===== src/rtl/serial_logic_unit_pkg.sv =====
// Shared encodings for the logic units: operation select codes and the
// sequencing FSM states.
package serial_logic_unit_pkg;

  localparam logic [1:0] OP_AND  = 2'b00;
  localparam logic [1:0] OP_OR   = 2'b01;
  localparam logic [1:0] OP_XOR  = 2'b10;
  localparam logic [1:0] OP_NAND = 2'b11;

  typedef enum logic [1:0] {
    ST_IDLE  = 2'b00,
    ST_SHIFT = 2'b01,
    ST_DONE  = 2'b10
  } state_e;

  // Bit counter must hold the value WIDTH itself without wrapping.
  function automatic int cnt_width(input int width);
    return $clog2(width + 1);
  endfunction

endpackage


===== src/rtl/serial_logic_unit_cell.sv =====
// One-bit combinational evaluator for the serial logic unit.
module bit_logic_cell
  import serial_logic_unit_pkg::*;
(
  input  logic       a,
  input  logic       b,
  input  logic [1:0] op,
  output logic       r
);

  always_comb begin
    r = 1'b0;
    case (op)
      OP_AND:  r = a & b;
      OP_OR:   r = a | b;
      OP_XOR:  r = a ^ b;
      OP_NAND: r = ~(a & b);
      default: r = 1'b0;
    endcase
  end

endmodule


===== src/rtl/serial_logic_unit.sv =====
// Bit-serial AND/OR/XOR/NAND unit: latches operands on start, evaluates one
// bit per cycle LSB first, and publishes a registered result with a done pulse.
module serial_logic_unit
  import serial_logic_unit_pkg::*;
#(
  parameter int WIDTH = 4
) (
  input  logic             clk,
  input  logic             rst,
  input  logic             start,
  input  logic [WIDTH-1:0] x,
  input  logic [WIDTH-1:0] y,
  input  logic [1:0]       op,
  output logic             busy,
  output logic             done,
  output logic [WIDTH-1:0] result,
  output logic             zero
);

  localparam int CNT_W = cnt_width(WIDTH);
  localparam logic [CNT_W-1:0] CNT_LAST = CNT_W'(WIDTH - 1);

  state_e           state_q, state_d;
  logic [WIDTH-1:0] x_q, x_d;
  logic [WIDTH-1:0] y_q, y_d;
  logic [1:0]       op_q, op_d;
  logic [CNT_W-1:0] cnt_q, cnt_d;
  logic [WIDTH-1:0] acc_q, acc_d;
  logic [WIDTH-1:0] result_q, result_d;
  logic             zero_q, zero_d;
  logic             done_q, done_d;
  logic             bit_r;

  bit_logic_cell u_cell (
    .a  (x_q[0]),
    .b  (y_q[0]),
    .op (op_q),
    .r  (bit_r)
  );

  always_ff @(posedge clk or posedge rst) begin
    if (rst) begin
      state_q <= ST_IDLE;
    end else begin
      state_q <= state_d;
    end
  end

  always_ff @(posedge clk or posedge rst) begin
    if (rst) begin
      x_q      <= '0;
      y_q      <= '0;
      op_q     <= OP_AND;
      cnt_q    <= '0;
      acc_q    <= '0;
      result_q <= '0;
      zero_q   <= 1'b1;
      done_q   <= 1'b0;
    end else begin
      x_q      <= x_d;
      y_q      <= y_d;
      op_q     <= op_d;
      cnt_q    <= cnt_d;
      acc_q    <= acc_d;
      result_q <= result_d;
      zero_q   <= zero_d;
      done_q   <= done_d;
    end
  end

  always_comb begin
    state_d  = state_q;
    x_d      = x_q;
    y_d      = y_q;
    op_d     = op_q;
    cnt_d    = cnt_q;
    acc_d    = acc_q;
    result_d = result_q;
    zero_d   = zero_q;
    done_d   = 1'b0;

    case (state_q)
      ST_IDLE: begin
        if (start) begin
          x_d     = x;
          y_d     = y;
          op_d    = op;
          cnt_d   = '0;
          acc_d   = '0;
          state_d = ST_SHIFT;
        end
      end

      ST_SHIFT: begin
        // New bits enter at the MSB so the first (LSB) bit ends up at bit 0.
        acc_d = {bit_r, acc_q[WIDTH-1:1]};
        x_d   = x_q >> 1;
        y_d   = y_q >> 1;
        cnt_d = cnt_q + CNT_W'(1);
        if (cnt_q == CNT_LAST) begin
          state_d = ST_DONE;
        end
      end

      ST_DONE: begin
        result_d = acc_q;
        zero_d   = (acc_q == '0);
        done_d   = 1'b1;
        state_d  = ST_IDLE;
      end

      default: begin
        state_d = ST_IDLE;
      end
    endcase
  end

  assign busy   = (state_q != ST_IDLE);
  assign done   = done_q;
  assign result = result_q;
  assign zero   = zero_q;

endmodule

===== config.mk =====
export PLATFORM = sky130hd
export DESIGN_NAME = serial_logic_unit
export DESIGN_NICKNAME = d
export VERILOG_FILES = /design/src/rtl/serial_logic_unit_pkg.sv /design/src/rtl/serial_logic_unit_cell.sv /design/src/rtl/serial_logic_unit.sv
export SDC_FILE = /design/constraint.sdc
export NUM_CORES = 1
export LEC_CHECK = 0
export BUFFER_PORTS_ARGS = -buffer_cell sky130_fd_sc_hd__buf_2
export CORE_MARGIN = 2
export CORE_UTILIZATION = 45
export DETAILED_ROUTE_END_ITERATION = 16
export PLACE_DENSITY = 0.66
export SYNTH_ARGS = -nofsm -noshare
export SYNTH_HDL_FRONTEND = slang
export SYNTH_SLANG_ARGS = --single-unit

===== constraint.sdc =====
create_clock -name clk -period 1.4 [get_ports clk]
set_input_delay 0.28 -clock clk [delete_from_list [all_inputs] [get_ports clk]]
set_output_delay 0.28 -clock clk [all_outputs]
set_load 0.005 [all_outputs]

Word level (Yosys, flattened, before mapping)
Cells that the tools add are included.
Cells by class
  equal/unequal tests: 8
  bitwise gates (word level): 4
  muxes and demuxes: 13
  $add $sub $neg: 1
  reductions and logical operators: 8
Operators with widths (number)
  one-hot mux 4 bit (2 select lines): 3
  two-way mux 4 bit: 3
  == test 2 bit, second input constant: 3
  one-hot mux 3 bit (2 select lines): 1
  AND reduction 2 bit: 3
  == test 2 x 1 -> 1 bit, second input constant: 2
  logical NOT 2 bit: 2
  logical NOT 4 bit: 1
  two-way mux 2 bit: 2
  != test 2 bit, second input constant: 2
  one-hot mux 1 bit (4 select lines): 1
  one-hot mux 2 bit (2 select lines): 1
  nonzero test 2 bit: 2
  adder 3 x 1 -> 3 bit, second input constant: 1
  == test 3 x 2 -> 1 bit, second input constant: 1
  two-way mux 3 bit: 1
  AND 1 bit: 1
  two-way mux 1 bit: 1
  inverter 1 bit: 1
  bitwise OR 1 bit: 1
  bitwise XOR 1 bit: 1
Word-level totals
  bits of input ports: 13
  register bits after elaboration: 25
  output and inout bits: 7
  word-level logic and storage cells: 43

Depth between registers and ports, before layout
Gate-level depths: netlist of run 1.
  word-level depth: 4
  depth in mapped cells: 5

Cells and area by module
A second synthesis of run 1 with hierarchy kept.
Unflattened totals
  cell total of the unflattened synthesis: 99
  area, all modules: 1154.9 µm²
Modules (own cells, without submodules)
  serial_logic_unit: cells each 89, seq. area each 626.9 µm², area an instance 1091.0 µm², instances 1
  bit_logic_cell: cells each 10, seq. area each 0.0 µm², area an instance 63.8 µm², instances 1

Worst setup path before layout of run 1
No wires, ideal clock.
  kind: reg-to-reg
  start point: register state_q[1]
  end point: register x_q[2]
  setup slack: 0.194 ns
  setup time: 0.119 ns
  required time: 1.281 ns
  stages on the path, launching flop included: 5
  arrival time: 1.087 ns
  path buffers: 1
  cells stage by stage: dfrtp_1 nor3b_4 buf_6 mux2i_1 o21ai_2
Between the ends
  longest elaborated chain between the ends: 3
  elaborated cells on any way between the ends: 6
  classes of those cells: 2 x eq/ne; 1 x mux; 3 x reduce/logical
RTL lines
  start, declared: RTL line serial_logic_unit.sv:23  | state_e state_q, state_d;
  start signal, assigned: RTL line serial_logic_unit.sv:45  | state_q <= state_d;
  == test 2 x 1 -> 1 bit / logical NOT 2 bit (equally long branches): RTL line serial_logic_unit.sv:82  | case (state_q)
  nonzero test 2 bit (no line) / != test 2 bit (equally long branches)
  AND reduction 2 bit (no line)
  end signal, assigned: RTL line serial_logic_unit.sv:51  | x_q <= '0;
  end signal, assigned: RTL line serial_logic_unit.sv:60  | x_q <= x_d;
  end, declared: RTL line serial_logic_unit.sv:24  | logic [WIDTH-1:0] x_q, x_d;
Parallel ways exist; a longest one is shown, timed or not.
A chain may end at the register's enable or synchronous reset.

Worst setup path after layout of run 1
  start point: register state_q[0]
  end point: register x_q[2]
The elaborated chain is that of the path after synthesis.

==> impl_metrics.yaml, run 1 <==
outcome:
  status: "complete, but fails checks"
  violations: "negative setup slack"
power:
  p_clk_share_pct: 11.1
  p_comb_share_pct: 46.3
  seqPwrFrac_pct: 42.7
  p_leak_nw: 0.683
  vdd_ir_drop_max_mv: 1.07
  power_density_nw_per_um2: 2050
  p_switching_mw: 1.03
  power.total_mw: 2.89
  sw_frac_of_total_pct: 35.6
  power.internal_mw: 1.86
routing:
  drc: 0
  met3_length_um: 53
  top_layer: "met4"
  route.met2.wl_um: 1070
  drt-vias-per-instance: 5.01
  wl_met1_um: 941
  dr.first_iter.drc_count: 17
  dr.pass1.iters: 4
  wl_um: 2070
  vias: 807
  final_antenna_net_count: 0
  avgRoutedWirePerCell_um: 12.9
finish:
  fin_nets: 149
  fin_cells: 161
  layout_common_cells: "24 x dfrtp_1, 22 x nand2_1, 18 x buf_2"
  final_common_cell: "dfrtp_1"
  n_fill_cell: 214
  diodes: 0
  area_growth_pct: 24.4
  layout-drive-gt1-share_pct: 42.0
global_routing:
  grt_pass1_wl_um: 3440
  grt_start_max_net_pins: 26
  overflow: 0
  grt_pass1_vias: 804
  antenna_found_initial: 0
  grt_usage_pct: 16.4
sta:
  fin_crit_ns: 1.41
  slew_headroom_pct: 67.6
  hold_violations: 0
  worst_pin_slew_ns: 0.486
  hold_slack_ns: 0.171
  final_max_slew_viol_count: 0
  fmax_mhz: 708
  setup_viol: 2
  setup_ws_ns: -0.0128
  finalCritPeriodShare_pct: 101
  rsz0062_at_grt: "true"
  fin_skew_ns: 0.00293
synth:
  yosys_warnings: 0
  synth.area.top_cells: "dfrtp_1 53%, mux2_2 7.9%, nand2_1 7.3%"
  yosysTopAreaCell: "dfrtp_1"
  ys_ff_latch: 25
  netlist.area_leader.share_pct: 52.9
  synth.net_count: 116
  ys_seq_area_share_pct: 55.2
  syn_inst: 99
  syn_area_sq_um: 1130
  ys_types: 22
  syn_area_per_cell_sq_um: 11.5
die:
  core_area_sq_um: 2430
  ioPinCount: 20
  die_w_um: 54.2
  initial_core_util_pct: 46.7
  num_rows: 18
  die-area_sq_um: 2940
  die_h_um: 54.2
worst_setup_path:
  arrival_ns: 1.63
  timing.rr.end: "x_q[2]"
  rrSetupSlack_ns: -0.01
  cp.required_ns: 1.62
  critPathKind: "register to register"
  ff2ff_path_depth: 5
  crit_fanout: 8
  timing.rr.start: "state_q[0]"
  start_kind: "register"
  worst_setup_path_end_kind: "register"
place:
  dp_hpwl_um: 1470
  place_congestion: 0.670
  dp_cells: 149
  port_buffers: 19
  dpl_worst_slack_ns: 0.0499
min_path:
  worstHoldEndpoint: "y_q[0]"
  min_from: "y[0]"
  min_path_type: "input pin to register"
  holdPathStages: 3
clocking:
  htree_levels: 1
  clkTransAtPathRegs_ns: 0.13
  cts_buffers: 3
  clk_latency_ns: 0.31
  root_buffer: "clkbuf_4"
  tritoncts: "built"
  clk_path_buf_depth: 2
  clock-sinks: 25
run:
  maxCapViolCount: 0
## worst max path at each step
stage / startpoint / end / depth (start not counted)
after floorplan: state_q[1] / x_q[2] / 4
after global placement: state_q[1] / y_q[2] / 4
after detailed placement: state_q[1] / y_q[1] / 4
after CTS: state_q[1] / busy / 2
after global routing: state_q[0] / x_q[2] / 5
final: state_q[0] / x_q[2] / 5
## layer usage
layer  global-route usage, %  vias up
met5                       0        -
met4                    7.50        0
met3                    2.46        2
met2                    28.5        9
met1                    20.0      397
li1                        -      399
## layout make-up
class	count	area, sq um	share of cell area [%]
Clock buffer	3	22.5	1.60
Clock inverter	1	5.00	0.355
Inverter	4	15.0	1.06
Multi-Input combinational cell	64	480	34.0
Sequential cell	25	627	44.4
Tap cell	30	37.5	2.66
Timing Repair Buffer	34	224	15.9
## per-stage QoR
step                      TNS, ns  cell area [sq um]  util, %
after floorplan                 0               1130        -
after global placement          0               1280     52.5
after detailed placement        0               1280     52.5
after CTS                 -0.0667               1350     55.5
after global routing       -0.638               1410     58.0
final                     -0.0241               1410     58.0
## cell families after synthesis
group,Yosys count,share of synthesized area (%)
compound gates,16,9.15
flops,25,55.2
simple gates,30,12.9
buf+inv,10,5.07
fa+ha+maj,4,4.41
mux,14,13.2
## critical path, cell delays in order, from the launching register on
cell and delay (ns):
dfrtp_1 0.43, buf_6 0.13, nor3b_4 0.26, buf_6 0.19
mux2i_2 0.23, o21ai_2 0.07
## power by group through the flow
| stage | Clock, mW | Sequential [mW] | Combinational [mW] |
|---|---|---|---|
| 2_1_floorplan | 0 | 1.22 | 0.827 |
| 3_3_place_gp | 0 | 1.24 | 1.05 |
| 3_5_place_dp | 0 | 1.26 | 1.10 |
| 4_1_cts | 0.334 | 1.22 | 1.20 |
| 5_1_grt | 0.371 | 1.27 | 1.52 |
| 6_report | 0.320 | 1.23 | 1.34 |
## state kept, by name (all words and copies together) (netlist names)
register and count:
cnt_q 3, zero 1, acc_q 4, done 1, state_q 2, x_q 4, y_q 4, op_q 2
result 4
## cell usage after synthesis
library cell	instances
dfrtp_1	24
nand2_1	22
mux2_2	8
o21ai_0	7
mux2i_1	6
buf_2	4
ha_1	4
inv_1	4
o21ai_2	3
buf_6	2
nor2b_1	2
o22ai_1	2
o311ai_0	2
and2_1	1
dfstp_2	1
nand2b_1	1
nand3b_1	1
nor3b_4	1
nor4_1	1
o21ai_1	1
o21bai_1	1
or2_2	1
## what timing repair did
action,4_1_cts,5_1_grt
setup buffers,4,3
hold endpoints to repair,24,0
endpoints found under the setup margin,1,13
pin swaps,0,1
cloned,0,0
hold buffers,1,0
gates resized for setup,1,11
No activity file was read; power rests on OpenSTA's default activity.
==> run 2, diff against run 1 <==
Settings changed: CAP_MARGIN set to 10, PLACE_DENSITY 0.66 to 0.69.
Clock period 1.4 ns to 1.2 ns, I/O delays scaled along.
==> run 2 against run 1 <==
  * Count of clock-buffer cells in the layout stayed put
  * Flip-flop and latch count stayed put
  * Total power rose by 25%
  * Critical path depth did not move
  * The run still ends with negative setup slack left
  * Wire length increased by 8.4%
  * Via count down 1.6%
  * Critical path type unchanged
  * Sequential share of layout area shrank 1.8 points
  * First-iteration DRC count fell by 65%
  * Sequential power is 19% higher
  * Utilization grew 2.5 points
==> impl_metrics.yaml, run 2 (synthesis results as in run 1) <==
routing:
  drc: 0
  drt-vias-per-instance: 4.90
  dr.pass1.iters: 4
  avgRoutedWirePerCell_um: 13.9
  dr.first_iter.drc_count: 6
  vias: 794
  wl_um: 2250
  final_antenna_net_count: 0
die:
  initial_core_util_pct: 46.7
  num_rows: 18
  die_w_um: 54.2
  core_area_sq_um: 2430
  ioPinCount: 20
  die_h_um: 54.2
  die-area_sq_um: 2940
global_routing:
  antenna_found_initial: 0
  grt_usage_pct: 15.5
  grt_pass1_wl_um: 3250
  overflow: 0
  grt_pass1_vias: 776
  grt_start_max_net_pins: 15
worst_setup_path:
  critPathKind: "register to register"
  timing.rr.start: "state_q[1]"
  ff2ff_path_depth: 5
  rrSetupSlack_ns: -0.18
  start_kind: "register"
  cp.required_ns: 1.41
  arrival_ns: 1.60
  worst_setup_path_end_kind: "register"
  timing.rr.end: "x_q[2]"
  crit_fanout: 11
place:
  place_congestion: 0.686
  place_area_sq_um: 1330
  dpl_worst_slack_ns: -0.0928
  dp_hpwl_um: 1530
  port_buffers: 19
sta:
  worst_pin_slew_ns: 0.306
  final_max_slew_viol_count: 0
  rsz0062_at_grt: "true"
  setup_tns_ns: -2.02
  setup_ws_ns: -0.183
  hold_violations: 0
  finalCritPeriodShare_pct: 115
  slew_headroom_pct: 79.6
  fin_skew_ns: 0.0105
  setup_viol: 25
  fmax_mhz: 723
  fin_crit_ns: 1.38
clocking:
  clk_path_buf_depth: 2
  htree_levels: 1
  tritoncts: "built"
  clkTransAtPathRegs_ns: 0.14
  cts_buffers: 3
  clk_latency_ns: 0.32
  root_buffer: "clkbuf_4"
  clock-sinks: 25
min_path:
  min_path_type: "input pin to register"
  worstHoldEndpoint: "x_q[0]"
  min_from: "x[0]"
  holdPathStages: 3
power:
  vdd_ir_drop_max_mv: 1.33
  power_density_nw_per_um2: 2450
  p_leak_nw: 0.708
finish:
  diodes: 0
  fin_area_sq_um: 1470
  layout-drive-gt1-share_pct: 43.2
  final_common_cell: "dfrtp_1"
  area_growth_pct: 29.8
  fin_nets: 150
  layout_common_cells: "24 x dfrtp_1, 22 x nand2_1, 17 x buf_2"
run:
  maxCapViolCount: 0
outcome:
  violations: "negative setup slack"
  status: "complete, but fails checks"
==> run 2: critical path, stage by stage, from the launching register on <==
cell     delay, ns
dfrtp_1       0.43
buf_6         0.13
nor3b_4       0.22
buf_12        0.18
mux2i_2       0.24
o21ai_2       0.07
==> run 2: per-stage QoR <==
step	hold WS, ns	power (mW)	util, %	instances
5_1_grt	0.127	3.89	60.5	162
3_3_place_gp	0.178	2.79	54.5	152
6_report	0.136	3.61	60.5	162
3_5_place_dp	0.197	2.87	54.5	152
2_1_floorplan	0.267	2.39	-	99
4_1_cts	0.126	3.45	58.1	159
==> run 2: per-layer routing <==
| layer | global-route usage (%) | vias up | part of all wire [%] |
|---|---|---|---|
| met4 | 6.25 | 0 | 1.6 |
| li1 | - | 400 | - |
| met2 | 28.1 | 12 | 50 |
| met1 | 18.7 | 378 | 46 |
| met3 | 1.64 | 4 | 1.9 |
| met5 | 0 | - | 0 |
==> run 2: worst max path at each step <==
stage                     from  endpoint  slack (ns)  cells past startpoint
CTS                 state_q[1]      busy       -0.19                      2
floorplan           state_q[1]    x_q[2]      -0.006                      4
detailed placement  state_q[0]   op_q[1]       -0.09                      3
finish              state_q[1]    x_q[2]       -0.18                      5
global route        state_q[1]    x_q[2]       -0.24                      5
global placement        x_q[0]  acc_q[3]       -0.05                      5
==> run 2: where the power goes <==
group	internal, mW	switching (mW)
Clock	0.125	0.246
Combinational	1.01	0.769
Sequential	1.20	0.259
Total	2.34	1.27
==> run 2: what timing repair did <==
action                                  in CTS  in global routing
endpoints found under the hold margin        5                  0
pin swaps                                    2                  3
setup buffers                                3                  3
gates resized for setup                     17                 10
hold buffers                                 1                  0
cloned                                       0                  0
endpoints found under the setup margin      16                 23
==> run 2: layout make-up <==
class | count | area, sq um
Clock buffer | 3 | 22.5
Clock inverter | 1 | 5.00
Fill cell | 198 | 960
Inverter | 4 | 15.0
Multi-Input combinational cell | 64 | 503
Sequential cell | 25 | 627
Tap cell | 30 | 37.5
Timing Repair Buffer | 35 | 263
==> run 3, diff against run 2 <==
Settings changed: REMOVE_ABC_BUFFERS set to 1.
==> run 3 against run 2 <==
  * The run still ends with negative setup slack left
  * Non-clock buffer count increased by 2
  * Register-to-register slack improved by 0.02 ns
  * Cell count increased by 1.2%
  * Setup slack improved by 0.020 ns
  * Clock skew increased by 0.0037 ns
  * Global-route usage increased by 1.6 points
  * Critical path depth decreased by 1
  * Clock power increased by 5%
  * Critical path type unchanged
  * Highest routed layer is now met3
==> impl_metrics.yaml, run 3 (synthesis results as in run 1) <==
outcome:
  status: "complete, but fails checks"
  violations: "negative setup slack"
routing:
  dr.first_iter.drc_count: 6
  drc: 0
  avgRoutedWirePerCell_um: 14.1
  drt-vias-per-instance: 5.10
  vias: 836
  final_antenna_net_count: 0
  dr.pass1.iters: 3
  wl_um: 2320
power:
  seqPwrFrac_pct: 37.6
  sw_frac_of_total_pct: 36.0
  power_density_nw_per_um2: 2520
  power.total_mw: 3.88
  p_comb_share_pct: 52.4
  p_leak_nw: 0.745
  p_clk_share_pct: 10.1
  p_switching_mw: 1.39
  power.internal_mw: 2.48
  vdd_ir_drop_max_mv: 1.60
finish:
  n_fill_cell: 197
  layout_common_cells: "24 x dfrtp_1, 20 x nand2_1, 18 x buf_2"
  fin_area_sq_um: 1540
  final_util_pct: 63.3
  fin_nets: 152
  area_growth_pct: 35.6
  final_common_cell: "dfrtp_1"
  diodes: 0
  layout-drive-gt1-share_pct: 50.7
place:
  place_area_sq_um: 1330
  port_buffers: 19
  dp_hpwl_um: 1470
  place_congestion: 0.657
global_routing:
  grt_usage_pct: 17.1
  overflow: 0
  grt_start_max_net_pins: 26
  grt_pass1_vias: 808
  antenna_found_initial: 0
  grt_pass1_wl_um: 3560
worst_setup_path:
  start_kind: "register"
  cp.required_ns: 1.43
  worst_setup_path_end_kind: "register"
  arrival_ns: 1.59
  crit_fanout: 7
  critPathKind: "register to register"
clocking:
  clock-sinks: 25
  clkTransAtPathRegs_ns: 0.15
  clk_latency_ns: 0.32
  tritoncts: "built"
  clk_path_buf_depth: 2
  root_buffer: "clkbuf_4"
  htree_levels: 1
  cts_buffers: 3
sta:
  hold_violations: 0
  rsz0062_at_grt: "true"
  setup_ws_ns: -0.163
  slew_headroom_pct: 78.7
  finalCritPeriodShare_pct: 114
  worst_pin_slew_ns: 0.319
  fin_skew_ns: 0.0142
  setup_tns_ns: -1.98
  final_max_slew_viol_count: 0
  hold_slack_ns: 0.111
  fin_crit_ns: 1.36
  fmax_mhz: 734
  setup_viol: 21
die:
  die-area_sq_um: 2940
  ioPinCount: 20
  die_w_um: 54.2
  die_h_um: 54.2
  num_rows: 18
  core_area_sq_um: 2430
  initial_core_util_pct: 46.7
run:
  maxCapViolCount: 0
min_path:
  min_path_type: "input pin to register"
run 3: final cells by class:
cell class	instances	area, sq um	area share [%]
Tap cell	30	37.5	2.44
Timing Repair Buffer	37	283	18.4
Clock buffer	3	22.5	1.46
Inverter	4	15.0	0.976
Sequential cell	25	627	40.7
Clock inverter	1	5.00	0.325
Multi-Input combinational cell	64	549	35.7
run 3: per-stage QoR:
stage,setup slack (ns),std cells
2_1_floorplan,-0.299,93
4_1_cts,-0.163,164
3_5_place_dp,-0.0984,152
3_3_place_gp,-0.0565,152
6_report,-0.163,164
5_1_grt,-0.239,164
run 3: critical path, stage by stage, from the launching register on:
cell and delay (ns):
dfrtp_1 0.43, buf_6 0.14, nor3b_4 0.25, buf_12 0.17, mux2_4 0.30
run 3: final timing paths:
check,start,to,slack [ns],depth (start not counted)
max in group asynchronous,rst,zero,0.43,4
setup / recovery,state_q[0],op_q[0],-0.16,4
hold / removal,y[0],y_q[0],0.11,3
min in group asynchronous,rst,x_q[2],0.48,4
setup reg to reg,state_q[0],op_q[0],-0.16,4
hold reg to reg,x_q[3],x_q[2],0.49,2
run 3: power by group through the flow:
stage                     sequential [mW]  combinational [mW]  clock [mW]
after CTS                            1.45                1.93       0.392
final                                1.46                2.03       0.390
after global routing                 1.51                2.21       0.444
after global placement               1.44                1.38           0
after floorplan                      1.42               0.851           0
after detailed placement             1.47                1.45           0
run 3: what timing repair did:
action | 4_1_cts | 5_1_grt
resized for setup | 29 | 11
cloned | 1 | 0
endpoints found under the setup margin | 16 | 25
pin swaps | 6 | 5
endpoints found under the hold margin | 24 | 0
hold buffers | 1 | 0
setup buffers | 6 | 1
run 3: per-layer routing:
metal / vias to the layer above / global-route usage (%) / share of wire [%]
met5: - / 0 / 0
met4: 0 / 6.25 / 0
met3: 0 / 2.46 / 2.5
met2: 15 / 31.3 / 57
met1: 418 / 20.1 / 41
li1: 403 / - / -
